### src/rtl/mem_access_unit.sv
`timescale 1ns/1ps
// Load/store unit that turns CPU byte/halfword/word requests into word memory accesses (sub-word stores via read-modify-write).
// Latency: load 2, word store 2, sub-word store 3, error 1 cycle; one access in flight, ready=0 while busy.
module mem_access_unit #(
    parameter int ADDR_W = 16
) (
    input  logic              clk,
    input  logic              reset,
    input  logic              req,
    input  logic              we,
    input  logic [1:0]        size,
    input  logic              sign_ext,
    input  logic [ADDR_W-1:0] addr,
    input  logic [31:0]       wdata,
    output logic              ready,
    output logic              done,
    output logic              err,
    output logic [31:0]       rdata,
    output logic              mem_we,
    output logic [ADDR_W-1:0] mem_addr,
    output logic [31:0]       mem_wdata,
    input  logic [31:0]       mem_rdata
);

    typedef enum logic [2:0] {
        IDLE = 3'd0,
        RD   = 3'd1,
        WR   = 3'd2,
        RESP = 3'd3,
        ERR  = 3'd4
    } state_t;

    state_t            state_q, state_d;
    logic              we_q;
    logic              sext_q;
    logic [1:0]        size_q;
    logic [1:0]        lane_q;
    logic [31:0]       wdata_q;
    logic [31:0]       word_q;
    logic [ADDR_W-1:0] mem_addr_q;
    logic [31:0]       mem_wdata_q;

    logic accept;
    logic bad;
    logic word_store;

    // Little-endian lane insert of store data into the word read back from memory.
    function automatic logic [31:0] merge(input logic [31:0] word, input logic [1:0] sz,
                                          input logic [1:0] lane, input logic [31:0] data);
        logic [31:0] res;
        res = word;
        case (sz)
            2'b00:   res[{lane, 3'b000} +: 8]     = data[7:0];
            2'b01:   res[{lane[1], 4'b0000} +: 16] = data[15:0];
            default: res = data;
        endcase
        return res;
    endfunction

    assign accept     = (state_q == IDLE) && req;
    assign bad        = (size == 2'b11) ||
                        (size == 2'b01 && addr[0]) ||
                        (size == 2'b10 && addr[1:0] != 2'b00);
    assign word_store = we && (size == 2'b10);

    always_comb begin
        state_d = state_q;
        case (state_q)
            IDLE: begin
                if (req) begin
                    if (bad)             state_d = ERR;
                    else if (word_store) state_d = WR;
                    else                 state_d = RD;
                end
            end
            RD:      state_d = we_q ? WR : RESP;
            WR:      state_d = RESP;
            RESP:    state_d = IDLE;
            ERR:     state_d = IDLE;
            default: state_d = IDLE;
        endcase
    end

    always_ff @(posedge clk or negedge reset) begin
        if (!reset) begin
            state_q     <= IDLE;
            we_q        <= 1'b0;
            sext_q      <= 1'b0;
            size_q      <= 2'b00;
            lane_q      <= 2'b00;
            wdata_q     <= 32'h0;
            word_q      <= 32'h0;
            mem_addr_q  <= '0;
            mem_wdata_q <= 32'h0;
        end else begin
            state_q <= state_d;
            if (accept) begin
                we_q    <= we;
                sext_q  <= sign_ext;
                size_q  <= size;
                lane_q  <= addr[1:0];
                wdata_q <= wdata;
                // Error requests never touch the memory port, so its last values are kept.
                if (!bad) begin
                    mem_addr_q <= {addr[ADDR_W-1:2], 2'b00};
                    if (word_store)
                        mem_wdata_q <= wdata;
                end
            end
            if (state_q == RD) begin
                word_q <= mem_rdata;
                if (we_q)
                    mem_wdata_q <= merge(mem_rdata, size_q, lane_q, wdata_q);
            end
        end
    end

    logic [7:0]  sel_b;
    logic [15:0] sel_h;
    logic [31:0] load_val;

    always_comb begin
        sel_b    = word_q[{lane_q, 3'b000} +: 8];
        sel_h    = word_q[{lane_q[1], 4'b0000} +: 16];
        load_val = word_q;
        case (size_q)
            2'b00:   load_val = {{24{sext_q & sel_b[7]}}, sel_b};
            2'b01:   load_val = {{16{sext_q & sel_h[15]}}, sel_h};
            default: load_val = word_q;
        endcase
    end

    assign ready     = (state_q == IDLE);
    assign done      = (state_q == RESP) || (state_q == ERR);
    assign err       = (state_q == ERR);
    assign rdata     = (state_q == RESP && !we_q) ? load_val : 32'h0;
    assign mem_we    = (state_q == WR);
    assign mem_addr  = mem_addr_q;
    assign mem_wdata = mem_wdata_q;

endmodule

### config.mk
export PLATFORM = sky130hd
export DESIGN_NAME = mem_access_unit
export DESIGN_NICKNAME = d
export VERILOG_FILES = /design/src/rtl/mem_access_unit.sv
export SDC_FILE = /design/constraint.sdc
export NUM_CORES = 1
export LEC_CHECK = 0
export BUFFER_PORTS_ARGS = -buffer_cell sky130_fd_sc_hd__buf_4
export CORE_ASPECT_RATIO = 1.75
export CORE_MARGIN = 5
export CORE_UTILIZATION = 29
export DETAILED_ROUTE_END_ITERATION = 16
export REMOVE_ABC_BUFFERS = 1
export SETUP_SLACK_MARGIN = 0.02
export SLEW_MARGIN = 25
export SYNTH_ARGS = -nofsm -noshare
export SYNTH_HDL_FRONTEND = slang
export SYNTH_SLANG_ARGS = --single-unit
### constraint.sdc
create_clock -name clk -period 5.5 [get_ports clk]
set_input_delay 0.275 -clock clk [delete_from_list [all_inputs] [get_ports clk]]
set_output_delay 0.275 -clock clk [all_outputs]
set_load 0.02 [all_outputs]
Word level (Yosys, flattened, before mapping)
Index checks and enable logic that the tools add are counted.
{ "word_totals": {"regBits": 119, "out_inout_bits": 84, "word_cells": 57, "inputBits": 87} }
{ "classes": {"eq_ne": 9, "addsub": 2, "n_reduce_logical": 13, "mux": 15, "bitwise": 3, "n_shift": 6} }
{ "ops": {"columns": ["op", "n"], "rows": [
  ["$mux W32", 6],
  ["$pmux W32 S2", 2],
  ["$bwmux W32", 2],
  ["$shift A16 B7 Y32 const A", 1],
  ["$shift A8 B7 Y32 const A", 1],
  ["$shiftx A16 B7 Y32", 1],
  ["$shiftx A32 B6 Y16", 1],
  ["$shiftx A32 B6 Y8", 1],
  ["$shiftx A8 B7 Y32", 1],
  ["$neg A5 Y7", 2],
  ["$pmux W3 S3", 1],
  ["$eq A3 B2 Y1 const B", 2],
  ["$mux W3", 2],
  ["$logic_and A1 B1 Y1", 5],
  ["$eq A2 B1 Y1 const B", 2],
  ["$eq A2 B2 Y1 const B", 2],
  ["$eq A3 B1 Y1 const B", 1],
  ["$eq A3 B3 Y1 const B", 1],
  ["$logic_not A3 Y1", 1],
  ["$logic_or A1 B1 Y1", 3],
  ["$and A1 B1 Y1", 2],
  ["$logic_not A2 Y1", 1],
  ["$mux W2", 1],
  ["$ne A2 B2 Y1 const B", 1],
  ["5 further kinds", 5]
]} }

Logic depth before layout (Yosys ltp)
Gate-level depths: netlist of run 1.
{ "depth": {"ltp_word": 8, "depth_mapped": 9, "ltp_nobuf": 6} }

Worst setup path before layout of run 1
Ideal clock, no wire load.
{ "synth_path": {"kind": "register to register", "startpoint": "reg lane_q[1]", "endpoint": "reg mem_wdata_q[0], in the netlist mem_wdata[0]", "t_arrival_ps": 2403, "period_less_slack_ps": 2490, "setup_ps": 87, "n_path_buf": 2, "required_ps": 5413, "path_stages_with_launch": 9, "path_slack_ps": 3010, "path_cell_list": "dfrtp_1 > clkbuf_1 > clkinv_1 > clkbuf_1 > ha_1 > nor3b_1 > and3_1 > o21ai_0 > a22oi_1"} }
{ "synth_between": {"elab_chain_len": 6, "word_cells_on_any_way": 11, "classes_between": "2 x add/sub; 4 x shift; 5 x mux"} }
{ "synth_lines": {"columns": ["element", "line", "rtl"], "rows": [
  ["start, declared", "37", "logic [1:0] lane_q;"],
  ["start signal, assigned", "101", "lane_q <= addr[1:0];"],
  ["$neg A5 Y7, on equally long branches", "54, 53", null],
  ["$shiftx A16 B7 Y32, or another cell as far along", "54", "2'b01: res[{lane[1], 4'b0000} +: 16] = data[15:0];"],
  ["$bwmux W32, on equally long branches", "54, 53", null],
  ["$pmux W32 S2 *", "52", "case (sz)"],
  ["$mux W32 *", "112", "if (we_q)"],
  ["$mux W32 *", "110", "if (state_q == RD) begin"],
  ["end signal, assigned", "107", "mem_wdata_q <= wdata;"],
  ["end signal, assigned", "113", "mem_wdata_q <= merge(mem_rdata, size_q, lane_q, wdata_q);"],
  ["end, declared", "41", "logic [31:0] mem_wdata_q;"]
]} }
Mark *: on every way between the ends. The rest lies on a longest branch, timed or not.
A chain may end at the register's enable or synchronous reset.

Worst setup path in the final report of run 1
{ "layout_path": {"startpoint": "reg state_q[2]", "endpoint": "out rdata[21]"} }
{ "layout_between": {"elab_chain_len": 3} }
{ "layout_lines": {"columns": ["element", "line", "rtl"], "rows": [
  ["start, declared", "33", "state_t state_q, state_d;"],
  ["start signal, assigned", "96", "state_q <= state_d;"],
  ["$eq A3 B2 Y1", "136", "assign rdata = (state_q == RESP && !we_q) ? load_val : 32'h0;"],
  ["$logic_and A1 B1 Y1", "136", null],
  ["$mux W32", "136", null],
  ["end, declared", "18", "output logic [31:0] rdata,"]
]} }
No other way between the ends.

==> results of run 1 <==
==> worst min path at each step <==
stage                   start                       to  slack [ps]
CTS                     reset   state_q[0]$_DFFE_PN0P_          40
detailed placement      reset    word_q[7]$_DFFE_PN0N_         470
floorplan               reset    lane_q[0]$_DFFE_PN0P_         -20
global route          addr[6]  mem_addr[6]$_DFFE_PN0P_          80
finish              wdata[30]  wdata_q[30]$_DFFE_PN0P_          60
global placement        reset    word_q[7]$_DFFE_PN0N_         480
==> final cells by class <==
class / count / area, um^2 / share of cell area (%)
well taps: 300 / 375 / 4.29
inverters: 15 / 56.3 / 0.643
repair buffers: 183 / 1380 / 15.8
clock buffers: 23 / 478 / 5.46
multi-input cells: 435 / 3370 / 38.4
flip-flops and latches: 119 / 2980 / 34.0
clock inverters: 9 / 123 / 1.40
==> per-layer routing <==
layer	part of all wire (%)	vias to the layer above	track usage, %	wire length [um]
met5	0	-	0	0
met4	5.9	0	11.8	1380
met3	5.3	72	3.99	1250
met2	52	216	31.1	12300
met1	36	2802	20.1	8560
li1	-	2622	-	-
==> sequential cells by signal (all words and copies together), names as in the netlist <==
name	count
sext_q	1
lane_q	2
word_q	32
we_q	1
mem_addr	14
wdata_q	32
mem_wdata	32
state_q	3
size_q	2
==> where the power goes <==
group	total [uW]	internal, uW	switching, uW
sequential	1730	1330	406
combinational	2620	1140	1480
clock	1140	744	392
==> cells by family (layout without fill, tap and decap cells) <==
kind of cell / after synthesis / in the layout
AO/OA/AOI/OAI: 189 / 189
multiplexers: 122 / 122
flip-flops: 119 / 119
AND/OR/NAND/NOR: 117 / 117
buffers and inverters: 64 / 230
adder cells (fa/ha/maj): 5 / 5
other: 1 / 2
==> stage by stage <==
| step | cell area (um^2) | hold slack [ps] | setup WS, ps | cells |
|---|---|---|---|---|
| 2_1_floorplan | 6370 | -20.6 | 1600 | 569 |
| 3_3_place_gp | 8130 | 476 | 2410 | 1050 |
| 3_5_place_dp | 8140 | 473 | 2460 | 1051 |
| 4_1_cts | 8740 | 35.3 | 2080 | 1083 |
| 5_1_grt | 8760 | 79.7 | 1860 | 1084 |
| 6_report | 8760 | 63.5 | 2130 | 1084 |
==> cells in the final DEF (no fill, tap or decap), drive strengths merged, types with 2 or more instances in the layout <==
| cell | instances |
|---|---|
| or3 | 3 |
| bufinv | 3 |
| nor2 | 16 |
| clkbuf | 23 |
| a222oi | 8 |
| mux2i | 51 |
| a21o | 32 |
| buf | 182 |
| o21ai | 45 |
| a21oi | 18 |
| a32o | 8 |
| ha | 5 |
| o22ai | 2 |
| and3 | 10 |
| nor3 | 6 |
| a22o | 16 |
| nor2b | 14 |
| a22oi | 14 |
| nand2 | 53 |
| inv | 14 |
| clkinv | 6 |
| dfrtp | 119 |
| nor3b | 2 |
| a221oi | 24 |
| conb | 2 |
| mux2 | 71 |
| a211oi | 15 |
==> worst register-to-register path, stage by stage, from the launching register on <==
cell      delay (ps)
dfrtp_1          340
clkinv_1         580
ha_1             690
nor4_1           510
and4_1           510
a211oi_1         150
a21oi_1          140
==> reports/metrics.yaml, run 1 <==
clk_pin_slew_ps: 50
drt-initial-drc-count: 310
seq_area_frac_synth_pct: 45.2
clock_latency_ps: 420
slowest_stage: "nor2_1"
cts.path.max_buffers: 2
grt_pass1_vias: 6200
cap_violations: 0
yosys-top-cells-count: "119 x dfrtp_1, 71 x mux2_2, 53 x nand2_1, 51 x mux2i_1, 44 x o21ai_0"
ys_ff_latch: 119
cts_hold_buf: 0
synthFlopType: "dfrtp_1"
h-tree-depth: 4
via_per_inst: 5.27
nFillCells: 2282
grt_pass1_wl_mm: 35.8
antenna_found_initial: 0
yosysMostFrequentCell: "dfrtp_1"
synthDistinctLibCells: 50
synthMuxAreaShare_pct: 19.9
synth_simple_gate_area_share_pct: 8.84
slowest_delay_ps: 730
synth_xor_area_share_pct: 0
netlist_instances: 617
rsz0062_at_grt: "no"
syn_avg_cell_area_um2: 10.7
tightest_slew_ps: 973
peakVddDrop_v: 0.000233
cp.depth: 6
drcViolationCount: 0
drive_gt1_share_pct: 37.2
drt-wirelength-per-cell_um: 21.7
setup.worst_path.end: "rdata[21]"
place_congestion: 0.834
setup_viol: 0
synth.top_cell.area_share_pct: 45.2
first_pass_iters: 6
synth-edff-count: 0
yosys_warnings: 0
hold_depth: 3
r2r_slack_ps: 2510
finalSetupTns_ps: 0
finalMaxSlewViolations: 0
die_w_um: 124
synth_area_leaders: "dfrtp_1 45%, mux2_2 12%, mux2i_1 7.7%"
vias: 5712
track_usage_pct: 18.3
power_uw: 5490
powerDensity_nw_per_um2: 627
synth_top_family_by_area: "compound AO/OA/AOI/OAI gates"
dp_hpwl_mm: 17.2
syn_area_um2: 6600
outcome: "complete, no violations"
max_freq_mhz: 296
crit_start: "state_q[2]$_DFFE_PN0P_"
slew_headroom_pct: 35.1
r2r_cells: 6
yosys.area.top_type: "dfrtp_1"
required_ps: 5220
path_cells: "nor2b_1 -> nand3b_1 -> nor2_1 -> buf_4 -> a21o_1 -> buf_4"
cts_made_buffers: 17
grt_max_degree: 72
areaGrowthSynthToFinish_pct: 32.8
p_leak_uw: 0.00394
n_antenna_cell: 0
cts_resized: 0
critPathKind: "flop to primary output"
async_flop_share_pct: 100
hold_viol: 0
clkSinkCount: 119
timing.rr.end: "mem_wdata[18]$_DFF_PN0_"
end_kind: "primary output"
fin_crit_ps: 3370
ioPinCount: 171
core_um2: 22600
hp-class: "input port to flop"
design.die.area_um2: 26000
row_count: 73
postRouteAntennaNets: 0
worstPathBufferInverterCount: 2
postCtsSetupBuffers: 0
start_util_pct: 29.2
die_h_um: 209
finalCritPeriodShare_pct: 61.3
r2r_start: "lane_q[1]$_DFFE_PN0P_"
worstPathMaxFanout: 18
worstSetupStartpointType: "flop"
io_buffers: 168
clockRootBuffer: "clkbuf_16"
yosys.area_share.adder_pct: 0.949
critical_path.most_common_cell: "buf_4"
wl_mm: 23.5
fin_skew_ps: 11.5
synth-compound-area-share_pct: 20.8
cts_tree: "built"
critical-path-top-delay-family: "simple AND/OR/NAND/NOR gates"
utilization_pct: 38.8
overflow: 0
arrival_ps: 3100
finalNetCount: 863
(Power assumes the default switching activity.)
==> inputs of run 2 (changes only) <==
Clock period 5.5 ns to 3 ns, I/O delays scaled along.
==> reports/metrics.yaml, run 2 (same netlist as run 1, synthesis figures left out) <==
clkSinkCount: 119
finalCritPeriodShare_pct: 96.2
fin_area_um2: 9570
pwr-share-seq_pct: 32.0
fin_skew_ps: 9.28
p_leak_uw: 0.00430
rsz0062_at_grt: "yes"
grt_pass1_wl_mm: 37.0
hold_depth: 2
max_freq_mhz: 347
fin_crit_ps: 2880
peakVddDrop_v: 0.000342
clk_pin_slew_ps: 60
postRouteAntennaNets: 0
final_cell_mix: "199 x buf_4, 118 x dfrtp_1, 74 x dlygate4sd3_1"
comb_power_share_pct: 49.6
drcViolationCount: 0
track_usage_pct: 18.7
drive_gt1_share_pct: 35.5
first_pass_iters: 5
via_per_inst: 5.20
postCtsSetupBuffers: 0
die_w_um: 124
cts.path.max_buffers: 2
r2r_cells: 5
antenna_found_initial: 0
row_count: 73
hp-class: "input port to flop"
final_cells: 1173
start_util_pct: 29.2
slew_headroom_pct: 35.0
overflow: 0
design.die.area_um2: 26000
place_congestion: 0.833
min_from: "mem_rdata[7]"
end_kind: "primary output"
place_inst: 1069
intPower_uw: 5860
n_antenna_cell: 0
areaGrowthSynthToFinish_pct: 45.1
p_sw_share_pct: 42.1
cap_violations: 0
wl_mm: 24.0
timing.rr.end: "mem_wdata[18]$_DFF_PN0_"
grt_max_degree: 62
final_common_cell: "buf_4"
netSwitchingPower_uw: 4250
placed_area_um2: 8290
cts_tree: "built"
finalMaxSlewViolations: 0
cts_made_buffers: 17
r2r_slack_ps: 360
grt_pass1_vias: 6593
drt-wirelength-per-cell_um: 20.4
setup_ws_ps: 115
outcome: "complete, no violations"
core_um2: 22600
hold_end: "word_q[7]$_DFFE_PN0N_"
nFillCells: 2227
utilization_pct: 42.4
hold_viol: 0
tightest_slew_ps: 967
powerDensity_nw_per_um2: 1060
h-tree-depth: 4
clockRootBuffer: "clkbuf_16"
clock_latency_ps: 420
vias: 6094
required_ps: 2850
arrival_ps: 2730
r2r_start: "state_q[1]$_DFFE_PN0P_"
worstSetupStartpointType: "flop"
p_clk_share_pct: 18.4
finalNetCount: 954
ioPinCount: 171
worstPathMaxFanout: 20
drt-initial-drc-count: 347
setup_viol: 0
io_buffers: 168
hold_slack_ps: 9.05
dp_slack_ps: 386
die_h_um: 209
critPathKind: "flop to primary output"
dp_hpwl_mm: 17.8
==> run 2: stage by stage <==
step	total power, uW	TNS (ps)
floorplan	6030	-42580
global placement	8080	0
detailed placement	8170	0
CTS	10100	0
global route	10700	0
finish	10100	0
==> run 2: how the worst max path moves through the flow <==
| stage | start | to | slack (ps) | cells past startpoint |
|---|---|---|---|---|
| after floorplan | state_q[1]$_DFFE_PN0P_ | mem_wdata[0]$_DFF_PN0_ | -900 | 4 |
| after global placement | state_q[1]$_DFFE_PN0P_ | mem_wdata[18]$_DFF_PN0_ | 440 | 5 |
| after detailed placement | state_q[1]$_DFFE_PN0P_ | mem_wdata[18]$_DFF_PN0_ | 390 | 5 |
| after CTS | lane_q[1]$_DFFE_PN0P_ | rdata[4] | 130 | 5 |
| after global routing | size_q[1]$_DFFE_PN0P_ | rdata[14] | 8 | 5 |
| final | size_q[1]$_DFFE_PN0P_ | rdata[14] | 120 | 5 |
==> run 2: cell type report <==
class | instances | area, um^2 | area share, %
clock inverters | 10 | 82.6 | 0.863
clock buffers | 20 | 447 | 4.67
inverters | 15 | 56.3 | 0.588
repair buffers | 274 | 2250 | 23.6
flip-flops and latches | 119 | 2980 | 31.1
well taps | 300 | 375 | 3.92
multi-input cells | 435 | 3370 | 35.3
==> run 2: what timing repair did <==
action,4_1_cts,5_1_grt
endpoints found under the setup margin,0,1
hold buffers,74,0
endpoints found under the hold margin,131,0
resized for setup,0,1
==> run 2: power by group through the flow <==
stage / Clock (uW) / Combinational (uW) / Sequential (uW)
after floorplan: 0 / 2570 / 3460
after global placement: 0 / 4870 / 3210
after detailed placement: 0 / 4930 / 3240
after CTS: 1900 / 5030 / 3220
after global routing: 1960 / 5450 / 3340
final: 1860 / 5010 / 3240
==> run 2: routing by layer <==
metal / part of all wire [%] / global-route usage, % / up-vias
met5: 0 / 0 / -
met4: 3.3 / 8.02 / 0
met3: 4.9 / 3.10 / 47
met2: 55 / 34.1 / 223
met1: 37 / 20.7 / 3024
li1: - / - / 2800
==> run 2: worst max-delay path: stages, from the launching register on <==
cell and delay [ps]:
dfrtp_2 560, or3b_2 500, o22ai_1 220, a21oi_1 320
a221oi_1 490, buf_4 220
==> inputs of run 3 (changes only) <==
Settings changed: CORE_UTILIZATION 29 to 48, PLACE_DENSITY set to 0.76, SLEW_MARGIN 25 to 30.
==> reports/metrics.yaml, run 3 (same netlist as run 1, synthesis figures left out) <==
outcome: "complete, no violations"
r2r_slack_ps: 500
vias: 6296
finalCritPeriodShare_pct: 95.8
areaGrowthSynthToFinish_pct: 44.0
clk_pin_slew_ps: 50
hp-class: "input port to flop"
fin_skew_ps: 7.86
finalNetCount: 953
p_leak_uw: 0.00432
finalMaxSlewViolations: 0
first_pass_iters: 10
hold_viol: 0
finalSetupTns_ps: 0
pwr-share-seq_pct: 31.5
r2r_start: "lane_q[1]$_DFFE_PN0P_"
worstPathMaxFanout: 25
start_util_pct: 49.0
ioPinCount: 171
end_kind: "primary output"
io_buffers: 168
setup_viol: 0
netSwitchingPower_uw: 4280
wl_mm: 22.4
dp_hpwl_mm: 15.5
h-tree-depth: 4
track_usage_pct: 27.7
setup.worst_path.end: "rdata[14]"
comb_power_share_pct: 48.1
via_per_inst: 6.01
arrival_ps: 2720
intPower_uw: 6010
rsz0062_at_grt: "no"
clockRootBuffer: "clkbuf_16"
critPathKind: "flop to primary output"
max_freq_mhz: 348
die_w_um: 98.6
grt_pass1_vias: 6677
tightest_slew_ps: 628
timing.rr.end: "mem_wdata[19]$_DFF_PN0_"
postRouteAntennaNets: 0
core_um2: 13500
powerDensity_nw_per_um2: 1080
final_cell_mix: "191 x buf_4, 118 x dfrtp_1, 81 x dlygate4sd3_1"
overflow: 0
critical-path-top-delay-family: "compound AO/OA/AOI/OAI gates"
cts_tree: "built"
cap_violations: 0
path_cells: "or3b_2 -> o22ai_1 -> a21oi_1 -> a221oi_1 -> buf_4"
r2r_cells: 7
grt_max_degree: 74
final_common_cell: "buf_4"
drive_gt1_share_pct: 34.8
peakVddDrop_v: 0.000633
p_sw_share_pct: 41.6
cts_made_buffers: 17
fin_area_um2: 9500
clkSinkCount: 119
worstPathBufferInverterCount: 1
slowest_stage: "dfrtp_2"
grt_pass1_wl_mm: 35.5
clock_latency_ps: 420
n_antenna_cell: 0
slew_headroom_pct: 58.1
cp.depth: 5
place_congestion: 0.946
slowest_delay_ps: 590
crit_start: "size_q[1]$_DFFE_PN0P_"
fin_crit_ps: 2870
drt-wirelength-per-cell_um: 21.4
cts.path.max_buffers: 2
required_ps: 2850
row_count: 56
die_h_um: 165
p_clk_share_pct: 20.4
drcViolationCount: 0
placed_area_um2: 8060
antenna_found_initial: 0
postCtsSetupBuffers: 0
drt-initial-drc-count: 521
design.die.area_um2: 16300
worstSetupStartpointType: "flop"
run 3: cell types whose count changed in the layout (fill, tap and decap cells not counted), sizes merged:
cell / change
bufinv: +2
clkbuf: -2
buf: -8
dlygate4sd3: +7
inv: +2
run 3: power by group through the flow:
stage	Sequential [uW]	Clock (uW)	Combinational (uW)
CTS	3200	2130	4900
detailed placement	3210	0	4790
finish	3240	2100	4950
floorplan	3460	0	2570
global placement	3180	0	4680
global route	3330	2210	5310
run 3: routing by layer:
layer / part of all wire [%] / up-vias / global-route usage (%)
met4: 4.7 / 0 / 15.9
met1: 35 / 3088 / 30.5
met3: 6.6 / 79 / 5.46
li1: - / 2801 / -
met2: 53 / 328 / 49.5
met5: 0 / - / 0
run 3: worst min-delay path by stage:
stage / start / endpoint / cells past startpoint
finish: mem_rdata[1] / word_q[1]$_DFFE_PN0N_ / 2
global route: mem_rdata[1] / word_q[1]$_DFFE_PN0N_ / 2
CTS: mem_rdata[22] / word_q[22]$_DFFE_PN0N_ / 2
detailed placement: reset / word_q[30]$_DFFE_PN0N_ / 1
global placement: reset / word_q[23]$_DFFE_PN0N_ / 1
floorplan: reset / lane_q[0]$_DFFE_PN0P_ / 0
run 3: through the flow:
step                total power [uW]  setup slack, ps  hold slack (ps)  utilization, %  cells
global placement                7850              642              192            59.9    935
floorplan                       6030             -900             -146               -    569
CTS                            10200              153            0.979            70.5   1048
finish                         10300              126             14.6            70.6   1048
global route                   10900             62.0             2.55            70.6   1048
detailed placement              8000              600              198            59.9    935
run 3: timing repair:
action,CTS,global route
hold endpoints to repair,126,0
endpoints found under the setup margin,0,3
resized for setup,0,2
hold buffers,81,0
run 3: area by class of cell:
class / count / area [um^2]
clock buffers: 18 / 439
clock inverters: 14 / 175
multi-input cells: 435 / 3370
inverters: 15 / 56.3
fillers: 1003 / 3950
flip-flops and latches: 119 / 2980
well taps: 174 / 218
repair buffers: 273 / 2260
